$ cat config.mk
export PLATFORM = sky130hd
export DESIGN_NAME = trisc_sequencer_flat
export DESIGN_NICKNAME = d
export VERILOG_FILES = /design/src/rtl/trisc_sequencer_if.sv /design/src/rtl/trisc_sequencer.sv /design/src/flat_wrapper.sv
export SDC_FILE = /design/constraint.sdc
export NUM_CORES = 1
export LEC_CHECK = 0
export ABC_CLOCK_PERIOD_IN_PS = 1650
export BUFFER_PORTS_ARGS = -buffer_cell sky130_fd_sc_hd__buf_2
export CORE_MARGIN = 2
export CORE_UTILIZATION = 47
export CTS_CLUSTER_DIAMETER = 60
export DETAILED_ROUTE_END_ITERATION = 7
export GPL_ROUTABILITY_DRIVEN = 0
export GPL_TIMING_DRIVEN = 0
export PLACE_DENSITY = 0.88
export SETUP_SLACK_MARGIN = 0.15
export SKIP_LAST_GASP = 1
export SYNTH_ARGS = -nofsm -noshare
export SYNTH_HDL_FRONTEND = slang
export SYNTH_SLANG_ARGS = --single-unit
$ cat constraint.sdc
create_clock -name clock -period 1.65 [get_ports clock]
set_input_delay 0 -clock clock [delete_from_list [all_inputs] [get_ports clock]]
set_output_delay 0 -clock clock [all_outputs]
set_load 0.02 [all_outputs]
$ cat src/rtl/trisc_sequencer_if.sv
// Control/status bundle between the TRISC sequencer, front panel and datapath.
// The `step` line exists only when TRISC_SINGLE_STEP_EN is defined.
interface trisc_sequencer_if #(parameter int OPW = 4);
    logic           start_stop;
    logic [OPW-1:0] opcode;
    logic           zero_flag;
    logic           neg_flag;
`ifdef TRISC_SINGLE_STEP_EN
    logic           step;
`endif
    logic [14:0]    ctrl;
    logic           running;
    logic           halted;
    logic           illegal;

`ifdef TRISC_SINGLE_STEP_EN
    modport master (output start_stop, opcode, zero_flag, neg_flag, step,
                    input  ctrl, running, halted, illegal);
    modport slave  (input  start_stop, opcode, zero_flag, neg_flag, step,
                    output ctrl, running, halted, illegal);
`else
    modport master (output start_stop, opcode, zero_flag, neg_flag,
                    input  ctrl, running, halted, illegal);
    modport slave  (input  start_stop, opcode, zero_flag, neg_flag,
                    output ctrl, running, halted, illegal);
`endif
endinterface

$ cat src/rtl/trisc_sequencer.sv
// TRISC multi-cycle decode/T-state sequencer driving the 15-bit datapath control word.
// Optional single-step input enabled by defining TRISC_SINGLE_STEP_EN.
module trisc_sequencer #(
    parameter int OPW      = 4,
    parameter int MEM_WAIT = 0
) (
    input  logic             clock,
    input  logic             reset,
    trisc_sequencer_if.slave bus
);
    localparam logic [14:0] C_PC_OUT  = 15'h0001;
    localparam logic [14:0] C_MAR_LD  = 15'h0002;
    localparam logic [14:0] C_MEM_RD  = 15'h0004;
    localparam logic [14:0] C_IR_LD   = 15'h0008;
    localparam logic [14:0] C_PC_INC  = 15'h0010;
    localparam logic [14:0] C_MEM_WR  = 15'h0020;
    localparam logic [14:0] C_ACC_LD  = 15'h0040;
    localparam logic [14:0] C_ACC_OUT = 15'h0080;
    localparam logic [14:0] C_ALU_ADD = 15'h0100;
    localparam logic [14:0] C_ALU_SUB = 15'h0200;
    localparam logic [14:0] C_ALU_XOR = 15'h0400;
    localparam logic [14:0] C_ALU_INC = 15'h0800;
    localparam logic [14:0] C_ACC_CLR = 15'h1000;
    localparam logic [14:0] C_PC_LD   = 15'h2000;
    localparam logic [14:0] C_IR_ADDR = 15'h4000;
    localparam logic [2:0]  WLAST     = 3'(MEM_WAIT);

    typedef enum logic [2:0] {S_IDLE, S_F1, S_F2, S_D, S_E, S_HALT} state_t;

    state_t      state, state_nx;
    logic [2:0]  wcnt;
    logic        ss_q, edge_ss;
    logic        stop_req, stop_req_nx, stop_eff;
    logic        illegal_q, illegal_nx;
    logic        run, wlast, upper_nz, op_ok, to_f1;
    logic [3:0]  op;
    logic [14:0] ctrl_c;

    if (OPW > 4) begin : g_upper
        assign upper_nz = |bus.opcode[OPW-1:4];
    end else begin : g_no_upper
        assign upper_nz = 1'b0;
    end

    assign op      = bus.opcode[3:0];
    assign op_ok   = !upper_nz && (op <= 4'd9 || op == 4'd15);
    assign edge_ss = bus.start_stop & ~ss_q;
    assign run     = (state == S_F1) || (state == S_F2) || (state == S_D) || (state == S_E);
    assign wlast   = (wcnt == WLAST);
    // An edge arriving in the last cycle of an instruction still stops before the next fetch.
    assign stop_eff = stop_req | (edge_ss & run);

`ifdef TRISC_SINGLE_STEP_EN
    logic step_q, step_edge, step_mode, step_mode_nx;
    assign step_edge = bus.step & ~step_q;

    always_ff @(posedge clock) begin
        if (reset) begin
            step_q    <= 1'b1;
            step_mode <= 1'b0;
        end else begin
            step_q    <= bus.step;
            step_mode <= step_mode_nx;
        end
    end
`else
    logic step_mode;
    assign step_mode = 1'b0;
`endif

    always_comb begin
        state_nx    = state;
        ctrl_c      = '0;
        stop_req_nx = stop_req | (edge_ss & run);
        illegal_nx  = illegal_q;
        to_f1       = 1'b0;
`ifdef TRISC_SINGLE_STEP_EN
        step_mode_nx = step_mode;
`endif
        case (state)
            S_IDLE: begin
                if (edge_ss) state_nx = S_F1;
`ifdef TRISC_SINGLE_STEP_EN
                else if (step_edge) begin
                    state_nx     = S_F1;
                    step_mode_nx = 1'b1;
                end
`endif
            end
            S_F1: begin
                ctrl_c   = C_PC_OUT | C_MAR_LD;
                state_nx = S_F2;
            end
            S_F2: begin
                ctrl_c = C_MEM_RD;
                if (wlast) begin
                    ctrl_c   = ctrl_c | C_IR_LD | C_PC_INC;
                    state_nx = S_D;
                end
            end
            S_D: begin
                if (!op_ok) begin
                    illegal_nx = 1'b1;
                    to_f1      = 1'b1;
                end else begin
                    case (op)
                        4'd0, 4'd1, 4'd2, 4'd3, 4'd4: begin
                            ctrl_c   = C_IR_ADDR | C_MAR_LD;
                            state_nx = S_E;
                        end
                        4'd5: begin ctrl_c = C_ACC_LD | C_ALU_INC; to_f1 = 1'b1; end
                        4'd6: begin ctrl_c = C_ACC_CLR; to_f1 = 1'b1; end
                        4'd7: begin ctrl_c = C_IR_ADDR | C_PC_LD; to_f1 = 1'b1; end
                        4'd8: begin
                            if (bus.zero_flag) ctrl_c = C_IR_ADDR | C_PC_LD;
                            to_f1 = 1'b1;
                        end
                        4'd9: begin
                            if (bus.neg_flag) ctrl_c = C_IR_ADDR | C_PC_LD;
                            to_f1 = 1'b1;
                        end
                        4'd15: begin
                            state_nx = S_HALT;
`ifdef TRISC_SINGLE_STEP_EN
                            step_mode_nx = 1'b0;
`endif
                        end
                        default: to_f1 = 1'b1;
                    endcase
                end
            end
            S_E: begin
                if (op == 4'd1) begin
                    ctrl_c = C_ACC_OUT | C_MEM_WR;
                end else begin
                    ctrl_c = C_MEM_RD;
                    if (wlast) begin
                        case (op)
                            4'd2:    ctrl_c = ctrl_c | C_ACC_LD | C_ALU_ADD;
                            4'd3:    ctrl_c = ctrl_c | C_ACC_LD | C_ALU_SUB;
                            4'd4:    ctrl_c = ctrl_c | C_ACC_LD | C_ALU_XOR;
                            default: ctrl_c = ctrl_c | C_ACC_LD;
                        endcase
                    end
                end
                if (wlast) to_f1 = 1'b1;
            end
            S_HALT: begin
                // A stop already pending when HLT was decoded wins over resume.
                if (edge_ss) begin
                    if (stop_req) begin
                        state_nx    = S_IDLE;
                        stop_req_nx = 1'b0;
                    end else begin
                        state_nx = S_F1;
                    end
                end
`ifdef TRISC_SINGLE_STEP_EN
                else if (step_edge) begin
                    state_nx     = S_F1;
                    step_mode_nx = 1'b1;
                    stop_req_nx  = 1'b0;
                end
`endif
            end
            default: state_nx = S_IDLE;
        endcase

        if (to_f1) begin
            if (stop_eff || step_mode) begin
                state_nx    = S_IDLE;
                stop_req_nx = 1'b0;
`ifdef TRISC_SINGLE_STEP_EN
                step_mode_nx = 1'b0;
`endif
            end else begin
                state_nx = S_F1;
            end
        end
    end

    always_ff @(posedge clock) begin
        if (reset) begin
            state     <= S_IDLE;
            wcnt      <= 3'd0;
            ss_q      <= 1'b1;
            stop_req  <= 1'b0;
            illegal_q <= 1'b0;
        end else begin
            state     <= state_nx;
            ss_q      <= bus.start_stop;
            stop_req  <= stop_req_nx;
            illegal_q <= illegal_nx;
            // Counts within one F2/E stretch; leaving it returns to zero for the next entry.
            wcnt      <= ((state == S_F2 || state == S_E) && !wlast) ? wcnt + 3'd1 : 3'd0;
        end
    end

    assign bus.ctrl    = ctrl_c;
    assign bus.running = run;
    assign bus.halted  = (state == S_HALT);
    assign bus.illegal = illegal_q;
endmodule

$ cat src/flat_wrapper.sv
// flat-port wrapper written by rule: the top's interface ports become plain ports
module trisc_sequencer_flat 
#(
    parameter int OPW      = 4,
    parameter int MEM_WAIT = 0
)
  (clock, reset, bus_start_stop, bus_opcode, bus_zero_flag, bus_neg_flag, bus_ctrl, bus_running, bus_halted, bus_illegal);
  trisc_sequencer_if #(.OPW(OPW)) bus_i ();
  input  logic clock;
  input  logic reset;
  input wire logic [$bits(bus_i.start_stop)-1:0] bus_start_stop;
  input wire logic [$bits(bus_i.opcode)-1:0] bus_opcode;
  input wire logic [$bits(bus_i.zero_flag)-1:0] bus_zero_flag;
  input wire logic [$bits(bus_i.neg_flag)-1:0] bus_neg_flag;
  output wire logic [$bits(bus_i.ctrl)-1:0] bus_ctrl;
  output wire logic [$bits(bus_i.running)-1:0] bus_running;
  output wire logic [$bits(bus_i.halted)-1:0] bus_halted;
  output wire logic [$bits(bus_i.illegal)-1:0] bus_illegal;
  assign bus_i.start_stop = bus_start_stop;
  assign bus_i.opcode = bus_opcode;
  assign bus_i.zero_flag = bus_zero_flag;
  assign bus_i.neg_flag = bus_neg_flag;
  assign bus_ctrl = bus_i.ctrl;
  assign bus_running = bus_i.running;
  assign bus_halted = bus_i.halted;
  assign bus_illegal = bus_i.illegal;
  trisc_sequencer #(.OPW(OPW), .MEM_WAIT(MEM_WAIT)) u_core (.clock(clock), .reset(reset), .bus(bus_i));
endmodule
==> metrics.md <==
| Metric | Value |
|---|---|
| Largest net degree at the start of global routing | 11 |
| Power Dens Cells | 853 nW/um2 |
| Leak Pwr | ~0.48 nW |
| Post-Layout Cell Count | 150 |
| Worst path cell trace | buf_6 > or3_4 > and2_4 > nand3_2 > nor4_2 > buf_2 |
| CP Launch Type | register |
| Required time of the critical path | roughly 1.7 ns |
| Area share of the largest cell type after synthesis | 24.4% |
| First-pass DRT Iterations | 4 |
| Slowest Stage Delay on Critical Path | 0.34 ns |
| I/O Buffers | 26 |
| Fin. max-slew vios | 0 |
| CTS sink cnt | 9 |
| Worst flop-to-flop path startpoint | u_core.state[1] |
| CTS root buf | clkbuf_4 |
| Layout Area Growth over Synthesis | 40.7% |
| Latest clock arrival within the worst-skew pair | 0.26 ns |
| Fmax achieved | around 660 MHz |
| Initial Util | 49.5% |
| Core Box Area | between 1000 and 1500 um2 |
| Die area | between 1500 and 2000 um2 |
| Synth cell types | 41 |
| Routed Antenna Nets | 0 |
| Hold Path Class | input port to register |
| Clock buffer count from CTS | 3 |
| Reg2Reg Depth | 6 |
| H-tree Lvls | 1 |
| CP Class | register to output port |
| Most common cell in the netlist | nor2_1 |
| First DRT Iteration DRCs | 14 |
| Layout fillers | around 140 |
| Worst reg2reg path endpoint | u_core.state[0] |
| Mapped Nets | between 100 and 150 |
| Post-route minimum period | approximately 1.5 ns |
| Maximum root-to-sink buffer count | 2 |
| Crit end category | output port |
| Synth Warn # | 0 |
| Slew HR | slightly above 70% |
| Die X | ~44 um |
| Cell taking the most area after synthesis | dfxtp_1 |
| Mapped Area | 737 um2 |
| Avg Vias per Cell | ~5.7 |
| First-pass GRT wire length | between 3000 and 4000 um |
| Fin util | roughly 70% |
| Gr ovfl total | 0 |
| CTS clk-pin slew, worst paths | 0.06 ns |
| Gr usage total | 21.4% |
| Setup crit start | u_core.state[2] |
| WL per Instance | approximately 13 um |
| Final setup violation count | 0 |
| Antenna cells | 0 |
| Std-Cell Rows | 14 |
| Post-synthesis average cell area | roughly 7.5 um2 |
| Synth Instances | 98 |
| Synthesis-stage register bit count | 9 |
| Sequential cell area fraction in the yosys report | about a quarter |
| IO Pins | 27 |
| Cell at the slowest stage of the critical path | or3_4 |
| VDD IR max | 0.586 mV |
| Final Routed Wirelength | ~1900 um |
| Synth Flop Type | dfxtp_1 |
| Flop2flop setup slack | around 0.26 ns |
| Max Cap Viol | 0 |
| Fraction of layout cells with a size suffix above 1 | 44.8% |
| Post-synth ARST share | 0% |
| Initial antenna violation count | 0 |
| NumNets Final | approximately 150 |
| EDFF count, synth | 0 |
| Status | finished, final reports clean |
| Fin. Hold Viols | 0 |
| # DRC | 0 |
| HPWL after DPL | ~1300 um |
| Number of instances in the placed design | 140 |
| Total negative slack | 0 ns |
| Tightest Pin Transition | approximately 0.42 ns |
| Max FO, Critical Path | 10 |
| Fin crit share | just over 90% |
| Skew final | between 0.002 and 0.003 ns |
| Via count | 849 |
| Crit path DAT | ~1.5 ns |
| Worst setup path end | bus_ctrl[9] |
| Post-synth top cells | nor2_1, dfxtp_1, o21ai_1 |
| CTS tree | built |
| Total power | roughly 0.89 mW |
| Synth area leaders | dfxtp_1, nor2_1, o21ai_1, ha_1, nand2b_1 |
| RSZ-0062 raised after global routing | true |
| Die height | between 40 and 50 um |
| Vias in the first global route | roughly 740 |
stage by stage:
stage	instance area [um2]	hold slack (ns)	setup WS, ns
floorplan	743	0.0679	0.179
global placement	893	0.196	0.192
detailed placement	893	0.202	0.152
CTS	982	0.185	0.114
global route	1040	0.250	0.0816
finish	1040	0.200	0.127
routing by layer:
metal / GRT usage, % / vias up / wire length (um)
met4: 7.27 / 0 / 21
met2: 38.2 / 37 / 937
li1: - / 426 / -
met3: 1.67 / 2 / 129
met5: 0 / - / 0
met1: 26.8 / 384 / 811
cell type report:
type	instances	area [um2]	share of cell area, %
Sequential cell	9	184	17.7
Buffer	8	57.6	5.55
Clock buffer	4	26.3	2.53
Multi-Input combinational cell	76	542	52.2
Tap cell	16	20.0	1.93
Timing Repair Buffer	32	189	18.2
Inverter	5	18.8	1.81
flip-flops by register name, summed over array words and instances, names as in the netlist:
register,cells
u_core.state,3
u_core.ss_q,1
u_core.wcnt,3
u_core.bus.illegal,1
u_core.stop_req,1
how the worst min path moves through the flow:
stage | startpoint | to | cells after the start
after floorplan | reset | u_core.state[0] | 1
after global placement | bus_start_stop | u_core.ss_q | 2
after detailed placement | bus_start_stop | u_core.ss_q | 2
after CTS | bus_opcode[0] | u_core.bus.illegal | 4
after global routing | bus_opcode[0] | u_core.bus.illegal | 4
final | bus_opcode[0] | u_core.bus.illegal | 4
kinds of logic after synthesis:
family,count (synthesis),share of synthesized area [%]
AOI/OAI and AO/OA,21,20.9
xor gates and xnor gates,2,2.38
adders and majority gates,2,3.40
muxes,1,1.36
DFF,9,24.4
buffers and inverters,13,9.17
and+or+nand+nor,50,38.4
cell usage in the layout (no fill, tap or decap), drive strengths merged:
master / n
ha: 2
and2: 2
dfxtp: 9
nor2b: 3
a21oi: 4
o211ai: 1
nor3: 4
buf: 35
nand2b: 4
a21o: 1
nand4b: 1
nand2: 4
nand3b: 1
or2: 1
and2b: 1
o22ai: 1
nor2: 12
nand3: 2
dlygate4sd3: 2
mux2i: 1
o21ai: 7
a221oi: 1
nor4: 2
a31oi: 1
a311oi: 2
a211oi: 1
inv: 5
and3: 3
clkbuf: 7
a311o: 1
nand4: 1
and4: 2
or3: 5
nor3b: 2
xnor2: 2
a41o: 1
worst max-delay path, delay by kind of cell, from the launching register on:
family / cells / cell delay (ns)
AND/OR/NAND/NOR: 4 / 0.63
flip-flops: 1 / 0.33
buffers and inverters: 2 / 0.31
what timing repair did:
item,in CTS,in global routing
hold buffers,2,0
hold endpoints to repair,5,0
endpoints found under the setup margin,5,16
gates resized for setup,8,14
pin swaps,1,4
buffers inserted,2,2
cloned,0,0
power breakdown:
| part | internal, mW | switching (mW) | total, mW | leakage (nW) |
|---|---|---|---|---|
| Combinational | 0.207 | 0.254 | 0.462 | 0.390 |
| Sequential | 0.238 | 0.0174 | 0.256 | 0.0746 |
| Clock | 0.0931 | 0.0746 | 0.168 | 0.0150 |
| Total | 0.539 | 0.346 | 0.885 | 0.479 |
Power figures use the tool's default switching activity.
